### config.mk
export PLATFORM = sky130hd
export DESIGN_NAME = surf_wb_arbiter
export DESIGN_NICKNAME = d
export VERILOG_FILES = /design/src/rtl/surf_wb_arbiter.sv
export SDC_FILE = /design/constraint.sdc
export NUM_CORES = 1
export LEC_CHECK = 0
export BUFFER_PORTS_ARGS = -buffer_cell sky130_fd_sc_hd__buf_2
export CORE_AREA = 2 2 110 112
export CTS_CLUSTER_DIAMETER = 150
export DETAILED_ROUTE_END_ITERATION = 10
export DIE_AREA = 0 0 112 114
export PLACE_DENSITY = 0.6
export REMOVE_ABC_BUFFERS = 1
export SETUP_SLACK_MARGIN = 0.5
export SYNTH_ARGS = -nofsm -noshare
export SYNTH_HDL_FRONTEND = slang
export SYNTH_SLANG_ARGS = --single-unit
### constraint.sdc
create_clock -name wb_clk_i -period 3.5 [get_ports wb_clk_i]
set_input_delay 0.7 -clock wb_clk_i [delete_from_list [all_inputs] [get_ports wb_clk_i]]
set_output_delay 0.7 -clock wb_clk_i [all_outputs]
set_load 0.01 [all_outputs]
### src/rtl/surf_wb_arbiter.sv
`default_nettype none
// ============================================================================
// surf_wb_arbiter : two-master round-robin WISHBONE arbiter with access watchdog
// Rev 1.0
// ============================================================================
module surf_wb_arbiter #(
    parameter int                ADR_W        = 22,
    parameter int                DAT_W        = 32,
    parameter int                TIMEOUT      = 64,
    parameter logic [DAT_W-1:0]  TIMEOUT_DATA = 32'hDEADDEAD
) (
    input  logic              wb_clk_i,
    input  logic              wb_rst_i,
    input  logic              m0_cyc_i,
    input  logic              m0_stb_i,
    input  logic              m0_we_i,
    input  logic [ADR_W-1:0]  m0_adr_i,
    input  logic [DAT_W-1:0]  m0_dat_i,
    output logic              m0_ack_o,
    output logic              m0_err_o,
    output logic [DAT_W-1:0]  m0_dat_o,
    input  logic              m1_cyc_i,
    input  logic              m1_stb_i,
    input  logic              m1_we_i,
    input  logic [ADR_W-1:0]  m1_adr_i,
    input  logic [DAT_W-1:0]  m1_dat_i,
    output logic              m1_ack_o,
    output logic              m1_err_o,
    output logic [DAT_W-1:0]  m1_dat_o,
    output logic              s_cyc_o,
    output logic              s_stb_o,
    output logic              s_we_o,
    output logic [ADR_W-1:0]  s_adr_o,
    output logic [DAT_W-1:0]  s_dat_o,
    input  logic              s_ack_i,
    input  logic              s_err_i,
    input  logic [DAT_W-1:0]  s_dat_i,
    output logic              grant_o,
    output logic [7:0]        tout_count_o
);

    localparam logic [1:0]  ST_IDLE   = 2'd0;
    localparam logic [1:0]  ST_ACTIVE = 2'd1;
    localparam logic [1:0]  ST_ABORT  = 2'd2;
    localparam logic [15:0] TOUT_LAST = 16'(TIMEOUT - 1);

    logic [1:0]  state_q, state_d;
    logic        grant_q, grant_d;
    logic [15:0] tcnt_q, tcnt_d;
    logic [7:0]  tout_q, tout_d;

    logic             g_cyc, g_stb, g_we;
    logic [ADR_W-1:0] g_adr;
    logic [DAT_W-1:0] g_wdat;
    logic             w_tick, w_tout;
    logic             g_ack, g_err;
    logic [DAT_W-1:0] g_rdat;

    assign g_cyc  = grant_q ? m1_cyc_i : m0_cyc_i;
    assign g_stb  = grant_q ? m1_stb_i : m0_stb_i;
    assign g_we   = grant_q ? m1_we_i  : m0_we_i;
    assign g_adr  = grant_q ? m1_adr_i : m0_adr_i;
    assign g_wdat = grant_q ? m1_dat_i : m0_dat_i;

    // A slave response in the final watchdog cycle wins over the abort.
    assign w_tick = (state_q == ST_ACTIVE) && g_cyc && g_stb && !s_ack_i && !s_err_i;
    assign w_tout = w_tick && (tcnt_q == TOUT_LAST);

    always_ff @(posedge wb_clk_i or posedge wb_rst_i) begin
        if (wb_rst_i) begin
            state_q <= ST_IDLE;
            grant_q <= 1'b1;
            tcnt_q  <= 16'd0;
            tout_q  <= 8'd0;
        end else begin
            state_q <= state_d;
            grant_q <= grant_d;
            tcnt_q  <= tcnt_d;
            tout_q  <= tout_d;
        end
    end

    always_comb begin
        state_d = state_q;
        grant_d = grant_q;
        tcnt_d  = (w_tick && !w_tout) ? tcnt_q + 16'd1 : 16'd0;
        tout_d  = (w_tout && tout_q != 8'hFF) ? tout_q + 8'd1 : tout_q;
        case (state_q)
            ST_IDLE: begin
                if (m0_cyc_i && m1_cyc_i) begin
                    grant_d = ~grant_q;
                    state_d = ST_ACTIVE;
                end else if (m0_cyc_i) begin
                    grant_d = 1'b0;
                    state_d = ST_ACTIVE;
                end else if (m1_cyc_i) begin
                    grant_d = 1'b1;
                    state_d = ST_ACTIVE;
                end
            end
            ST_ACTIVE: begin
                if (w_tout)
                    state_d = ST_ABORT;
                else if (!g_cyc)
                    state_d = ST_IDLE;
            end
            ST_ABORT: begin
                if (!g_cyc)
                    state_d = ST_IDLE;
            end
            default: state_d = ST_IDLE;
        endcase
    end

    always_comb begin
        s_cyc_o = 1'b0;
        s_stb_o = 1'b0;
        s_we_o  = 1'b0;
        s_adr_o = '0;
        s_dat_o = '0;
        g_ack   = 1'b0;
        g_err   = 1'b0;
        g_rdat  = '0;
        if (state_q == ST_ACTIVE) begin
            s_cyc_o = g_cyc;
            s_stb_o = g_stb;
            s_we_o  = g_we;
            s_adr_o = g_adr;
            s_dat_o = g_wdat;
            g_ack   = s_ack_i & ~s_err_i;
            g_err   = s_err_i;
            g_rdat  = s_dat_i;
            if (w_tout) begin
                g_err  = 1'b1;
                g_rdat = TIMEOUT_DATA;
            end
        end
        m0_ack_o = g_ack & ~grant_q;
        m0_err_o = g_err & ~grant_q;
        m0_dat_o = grant_q ? '0 : g_rdat;
        m1_ack_o = g_ack & grant_q;
        m1_err_o = g_err & grant_q;
        m1_dat_o = grant_q ? g_rdat : '0;
    end

    assign grant_o      = grant_q;
    assign tout_count_o = tout_q;

endmodule
`default_nettype wire

==> results.json, run 1 <==
{
  "core_area_um2": 11700,
  "tightest_slew_ps": 1050,
  "synth_edf_count": 0,
  "async_flop_share_pct": 100,
  "die_w_um": 112,
  "max_slew_margin_pct": 30.1,
  "synthDistinctLibCells": 40,
  "ys_seq_area_share_pct": 24.5,
  "critPathSlowestCell": "dfstp_4",
  "cts_sinks": 27,
  "cp-start-kind": "register",
  "netlist_area_um2": 2770,
  "wl_per_cell_um": 16.2,
  "numCtsBuffers": 3,
  "dr.first_iter.drc_count": 121,
  "place_inst": 765,
  "place.gp.congestion": 0.830,
  "rsz0062_at_grt": "no",
  "clk_pin_slew_ps": 70,
  "crit_required_ps": 2800,
  "synthFlopType": "dfrtp_1",
  "vias_per_cell": 4.57,
  "avgSynthCellArea_um2": 7.71,
  "path_buf_inv": 1,
  "wl_mm": 12.5,
  "yosys_warnings": 0,
  "tritoncts": "yes",
  "leakagePower_uw": 0.00266,
  "worstPathCellList": "nand3_1 > a2111oi_4 > nand2_4 > and3_2 > and2_1 > buf_2",
  "synth_top_family_by_area": "simple AND/OR/NAND/NOR gates",
  "insertion_delay_ps": 260,
  "cpLargestDelayFamily": "simple AND/OR/NAND/NOR gates",
  "grt_usage_pct": 17.8,
  "grt_pass1_vias": 3230,
  "synth_fa_ha_area_share_pct": 0.905,
  "die_area_um2": 12800,
  "syn_to_final_growth_pct": 60.1,
  "synth_mux_area_share_pct": 21.6,
  "peakVddDrop_mv": 0.371,
  "drc_errors": 0,
  "worstRegToRegCells": 6,
  "crit_type": "reg2out",
  "fin_nets": 778,
  "ios": 284,
  "diodes": 0,
  "overflow": 0,
  "hpwl_mm": 10.7,
  "drv_cap": 0,
  "hold_violations": 0,
  "synth_simple_gate_area_share_pct": 29.7,
  "dp_worst_setup_slack_ps": 419,
  "grt_pass1_wl_mm": 17.7,
  "min_period_ps": 2860,
  "clock.fmax_mhz": 350,
  "die_h_um": 114,
  "path_max_fanout": 11,
  "hold_ws_ps": 510,
  "critPathMaxStageDelay_ps": 630,
  "ant_nets": 0,
  "setup_viol": 0,
  "cp_num_cells": 6,
  "num_vias": 3531,
  "synth_cells": 359,
  "outcome": "finished, final reports clean",
  "maxSlewViolCount": 0,
  "synth_xor_area_share_pct": 6.02,
  "min_path_cells": 1,
  "htreeDepth": 1,
  "critical_path_arrival_ps": 2160,
  "final_cells": 772,
  "synth-compound-area-share_pct": 12.9,
  "rows": 40,
  "clockBufferDepth": 2,
  "drive_gt1_share_pct": 49.6,
  "crit_path_end_kind": "primary output",
  "fin_ws_ps": 641,
  "holdCritPathClass": "reg2reg",
  "synth-seq-cells": 27,
  "power_density_nw_per_um2": 556,
  "port-buffer-count": 283,
  "total_power_uw": 2460,
  "start_util_pct": 23.6,
  "final.period_utilization_pct": 81.7,
  "skew_ps": 3.85,
  "grt_max_degree": 60,
  "cts-root-buf": "clkbuf_16",
  "first_pass_iters": 4,
  "antenna_found_initial": 0
}
final cells by class:
class / instances / area [um^2]
timing repair buffer: 291 / 1480
clock inverter: 1 / 5.00
clock buffer: 3 / 75.1
inverter: 2 / 7.51
sequential: 27 / 681
fill: 1239 / 7280
tap: 147 / 184
multi-input combinational: 301 / 1990
cells in the final DEF (no fill, tap or decap), types with 3 or more instances in the layout:
master     count
mux2i_1       56
nand2_1       33
buf_2        283
buf_4          6
nand4_1        5
a21oi_1       26
and2_1        21
dfrtp_1       26
nor2_1        72
clkbuf_16      3
and3_1         5
a21boi_0      23
xnor2_1        7
xor2_1        12
nor4_1         3
nand3_1        6
cells by family (layout without fill, tap and decap cells):
logic type      count (synthesis)  in the layout
flops                          27             27
buf+inv                        31            297
compound gates                 54             54
fa+ha+maj                       2              2
xor+xnor                       19             19
mux                            59             59
simple gates                  167            167
metrics by stage:
stage	setup TNS (ps)	cell area [um^2]	util, %
after floorplan	-34230	2650	-
after global placement	0	4300	36.7
after detailed placement	0	4300	36.7
after CTS	0	4400	37.6
after global routing	0	4430	37.8
final	0	4430	37.8
registers in the layout, indices dropped and copies added (netlist names):
register,count
tcnt_q,16
grant_o,1
tout_count_o,8
state_q,2
metal layers:
layer / GRT usage, % / wire (um) / vias up
li1: - / - / 1766
met4: 3.58 / 197 / 0
met5: 0 / 0 / -
met2: 36.0 / 7210 / 130
met3: 2.07 / 583 / 9
met1: 19.9 / 4540 / 1626
path summary, 6_finish.rpt:
check                           from               to  slack [ps]
min in group asynchronous   wb_rst_i       tcnt_q[10]         680
max in group asynchronous   wb_rst_i        tcnt_q[5]        2180
max                          grant_o     m1_dat_o[17]         640
min                        tcnt_q[0]        tcnt_q[0]         510
max reg2reg                  grant_o  tout_count_o[1]        1360
min reg2reg                tcnt_q[0]        tcnt_q[0]         510
worst reg2reg max path, delay by kind of cell (launching register included):
family | cells | cell delay (ps)
AOI/OAI and AO/OA | 1 | 400
muxes | 1 | 290
DFF | 1 | 630
and+or+nand+nor | 3 | 510
buffers and inverters | 1 | 190
where the power goes:
part / total, uW / switching (uW) / internal, uW
registers: 344 / 13.7 / 331
logic: 1850 / 1090 / 762
clock network: 264 / 110 / 154
total: 2460 / 1210 / 1250
cell usage after synthesis, types with 2 or more instances:
master | instances | area, um^2
and3_1 | 6 | 37.5
xor2_1 | 12 | 105
nand3_1 | 6 | 30.0
nor2b_1 | 2 | 12.5
a21oi_1 | 26 | 130
nor2_1 | 72 | 270
and4_1 | 3 | 26.3
xnor2_1 | 7 | 61.3
mux2_2 | 2 | 22.5
inv_1 | 2 | 7.51
ha_1 | 2 | 25.0
nand2_1 | 33 | 124
dfrtp_1 | 26 | 651
nand3b_1 | 2 | 15.0
nor4b_1 | 2 | 17.5
nor4_1 | 4 | 25.0
clkbuf_1 | 19 | 71.3
and2_1 | 21 | 131
buf_2 | 4 | 20.0
nor3_1 | 2 | 10.0
nand4_1 | 5 | 31.3
a21boi_0 | 23 | 173
buf_1 | 6 | 22.5
mux2i_1 | 56 | 561
what timing repair did:
item | CTS | global route
hold buffers | 0 | 0
setup buffers | 1 | 2
resized for setup | 4 | 4
endpoints found under the setup margin | 60 | 63
pin swaps | 1 | 2
gates cloned | 0 | 0
(Power assumes the default switching activity.)
==> run 2, diff against run 1 <==
--- a/config.mk
+++ b/config.mk
@@ -10,7 +10,7 @@
 export CTS_CLUSTER_DIAMETER = 150
 export DETAILED_ROUTE_END_ITERATION = 10
 export DIE_AREA = 0 0 112 114
-export PLACE_DENSITY = 0.6
+export PLACE_DENSITY = 0.62
 export REMOVE_ABC_BUFFERS = 1
 export SETUP_SLACK_MARGIN = 0.5
 export SYNTH_ARGS = -nofsm -noshare
==> constraint.sdc (replaced) <==
create_clock -name wb_clk_i -period 2.45 [get_ports wb_clk_i]
set_input_delay 0.49 -clock wb_clk_i [delete_from_list [all_inputs] [get_ports wb_clk_i]]
set_output_delay 0.49 -clock wb_clk_i [all_outputs]
set_load 0.01 [all_outputs]
==> run 2 against run 1 <==
The flow now finishes with violations (setup timing); clock power rose by 46%; via count rose by 11%; core utilization rose by 12 points; sequential cell count did not move.
==> results.json, run 2 (synthesized netlist as in run 1, its figures left out) <==
{
  "drc_errors": 0,
  "skew_ps": 10.6,
  "crit_path_end_kind": "primary output",
  "place_inst": 773,
  "num_vias": 3918,
  "p_sw_share_pct": 43.4,
  "largest_reg_flops": 16,
  "wl_mm": 15.3,
  "maxSlewViolCount": 0,
  "power.internal_uw": 2920,
  "cts-root-buf": "clkbuf_16",
  "die_h_um": 114,
  "critPathMaxStageDelay_ps": 490,
  "max_slew_margin_pct": 69.2,
  "grt_usage_pct": 19.8,
  "ctsHoldBuffers": 0,
  "drv_cap": 0,
  "rows": 40,
  "ios": 284,
  "die_area_um2": 12800,
  "critPathSlowestCell": "dfstp_4",
  "clk_pin_slew_ps": 80,
  "clockBufferDepth": 2,
  "ant_nets": 0,
  "critical_path_arrival_ps": 2110,
  "place.gp.congestion": 0.829,
  "path_buf_inv": 3,
  "htreeDepth": 1,
  "final.period_utilization_pct": 106,
  "combPwrFrac_pct": 82.9,
  "hold_ws_ps": 270,
  "seq_power_share_pct": 9.6,
  "core_area_um2": 11700,
  "first_pass_iters": 4,
  "leakagePower_uw": 0.00316,
  "wl_per_cell_um": 18.6,
  "cp-start-kind": "register",
  "antenna_found_initial": 0,
  "path_max_fanout": 9,
  "grt_max_degree": 58,
  "drive_gt1_share_pct": 64.2,
  "min_period_ps": 2600,
  "fin_nets": 829,
  "dr.first_iter.drc_count": 241,
  "final_common_cell": "buf_2",
  "crit_required_ps": 1960,
  "diodes": 0,
  "rsz0062_at_grt": "yes",
  "clkPwrFrac_pct": 7.5,
  "worstPathCellList": "nand3b_1 > a2111oi_4 > nand2_4 > buf_12 > clkbuf_16 > a21boi_2 > buf_2",
  "overflow": 0,
  "port-buffer-count": 283,
  "hold_violations": 0,
  "total_power_uw": 5160,
  "peakVddDrop_mv": 0.864,
  "p_switching_uw": 2240,
  "hpwl_mm": 10.5,
  "cpLargestDelayFamily": "compound AO/OA/AOI/OAI gates",
  "insertion_delay_ps": 270,
  "fillers": 1125,
  "syn_to_final_growth_pct": 111,
  "fin_tns_setup_ps": -6280,
  "worst-r2r-setup-slack_ps": 200,
  "tritoncts": "yes",
  "tightest_slew_ps": 460,
  "start_util_pct": 23.6,
  "final_cells": 823,
  "holdCritPathClass": "in2async",
  "numCtsBuffers": 3,
  "regMostFlops": "tcnt_q",
  "grt_pass1_wl_mm": 19.5,
  "setup_viol": 66,
  "cts_sinks": 27,
  "fin_ws_ps": -150,
  "violations": "setup timing",
  "clock.fmax_mhz": 385,
  "layout_common_cells": "buf_2, nor2_1, mux2i_1",
  "grt_pass1_vias": 3368,
  "crit_type": "reg2out",
  "vias_per_cell": 4.76,
  "outcome": "finished, violations left",
  "die_w_um": 112,
  "power_density_nw_per_um2": 882
}
[run 2: cell count changes in the layout (fill, tap and decap cells not counted), moves of 10 or more]
cell / change
nor2_1: -10
a21oi_1: -20
a21boi_0: -23
a21boi_2: +17
clkbuf_16: +11
buf_2: -19
a21oi_2: +19
buf_4: +29
mux2i_1: -13
[run 2: layout make-up]
| type | count | area, um^2 | area share (%) |
|---|---|---|---|
| multi-input cells | 304 | 2490 | 42.5 |
| repair buffers | 339 | 2400 | 41.1 |
| flip-flops and latches | 27 | 681 | 11.6 |
| well taps | 147 | 184 | 3.15 |
| clock buffers | 3 | 75.1 | 1.28 |
| clock inverters | 1 | 8.76 | 0.150 |
| inverters | 2 | 7.51 | 0.128 |
[run 2: repair_timing]
action	4_1_cts	5_1_grt
buffers inserted	8	16
resized for setup	61	113
pin swaps	5	26
setup endpoints to repair	147	141
gates cloned	8	14
[run 2: metrics by stage]
stage | area [um^2] | utilization [%] | setup slack [ps]
after global placement | 4390 | 37.5 | 51.1
after CTS | 4980 | 42.6 | -119
after detailed placement | 4390 | 37.5 | -13.2
after floorplan | 2650 | - | -1530
after global routing | 5850 | 49.9 | -194
final | 5850 | 49.9 | -150
[run 2: routing by layer]
metal  vias to the layer above  global-route usage [%]  share of wire (%)
li1                       1885                       -                  -
met1                      1832                    23.1                 37
met2                       190                    39.2                 56
met3                        11                    1.91                6.0
met4                         0                    3.90                1.6
met5                         -                       0                  0
[run 2: final timing paths]
| check | start | end | depth (start not counted) |
|---|---|---|---|
| setup / recovery | grant_o | m1_dat_o[21] | 7 |
| hold / removal | wb_rst_i | tout_count_o[5] | 3 |
| setup reg to reg | grant_o | tout_count_o[1] | 7 |
| hold reg to reg | tout_count_o[4] | tout_count_o[4] | 1 |
| max in group asynchronous | wb_rst_i | grant_o | 3 |
| min in group wb_clk_i | m0_cyc_i | grant_o | 2 |
[run 2: worst min-delay path: stages]
cell	delay [ps]
buf_2	90
inv_1	40
buf_4	320
[run 2: power by group through the flow]
stage	Combinational (uW)	Sequential (uW)	Clock (uW)
detailed placement	2720	509	0
CTS	3430	494	398
global placement	2720	511	0
finish	4280	496	386
global route	4520	500	416
floorplan	1320	741	0
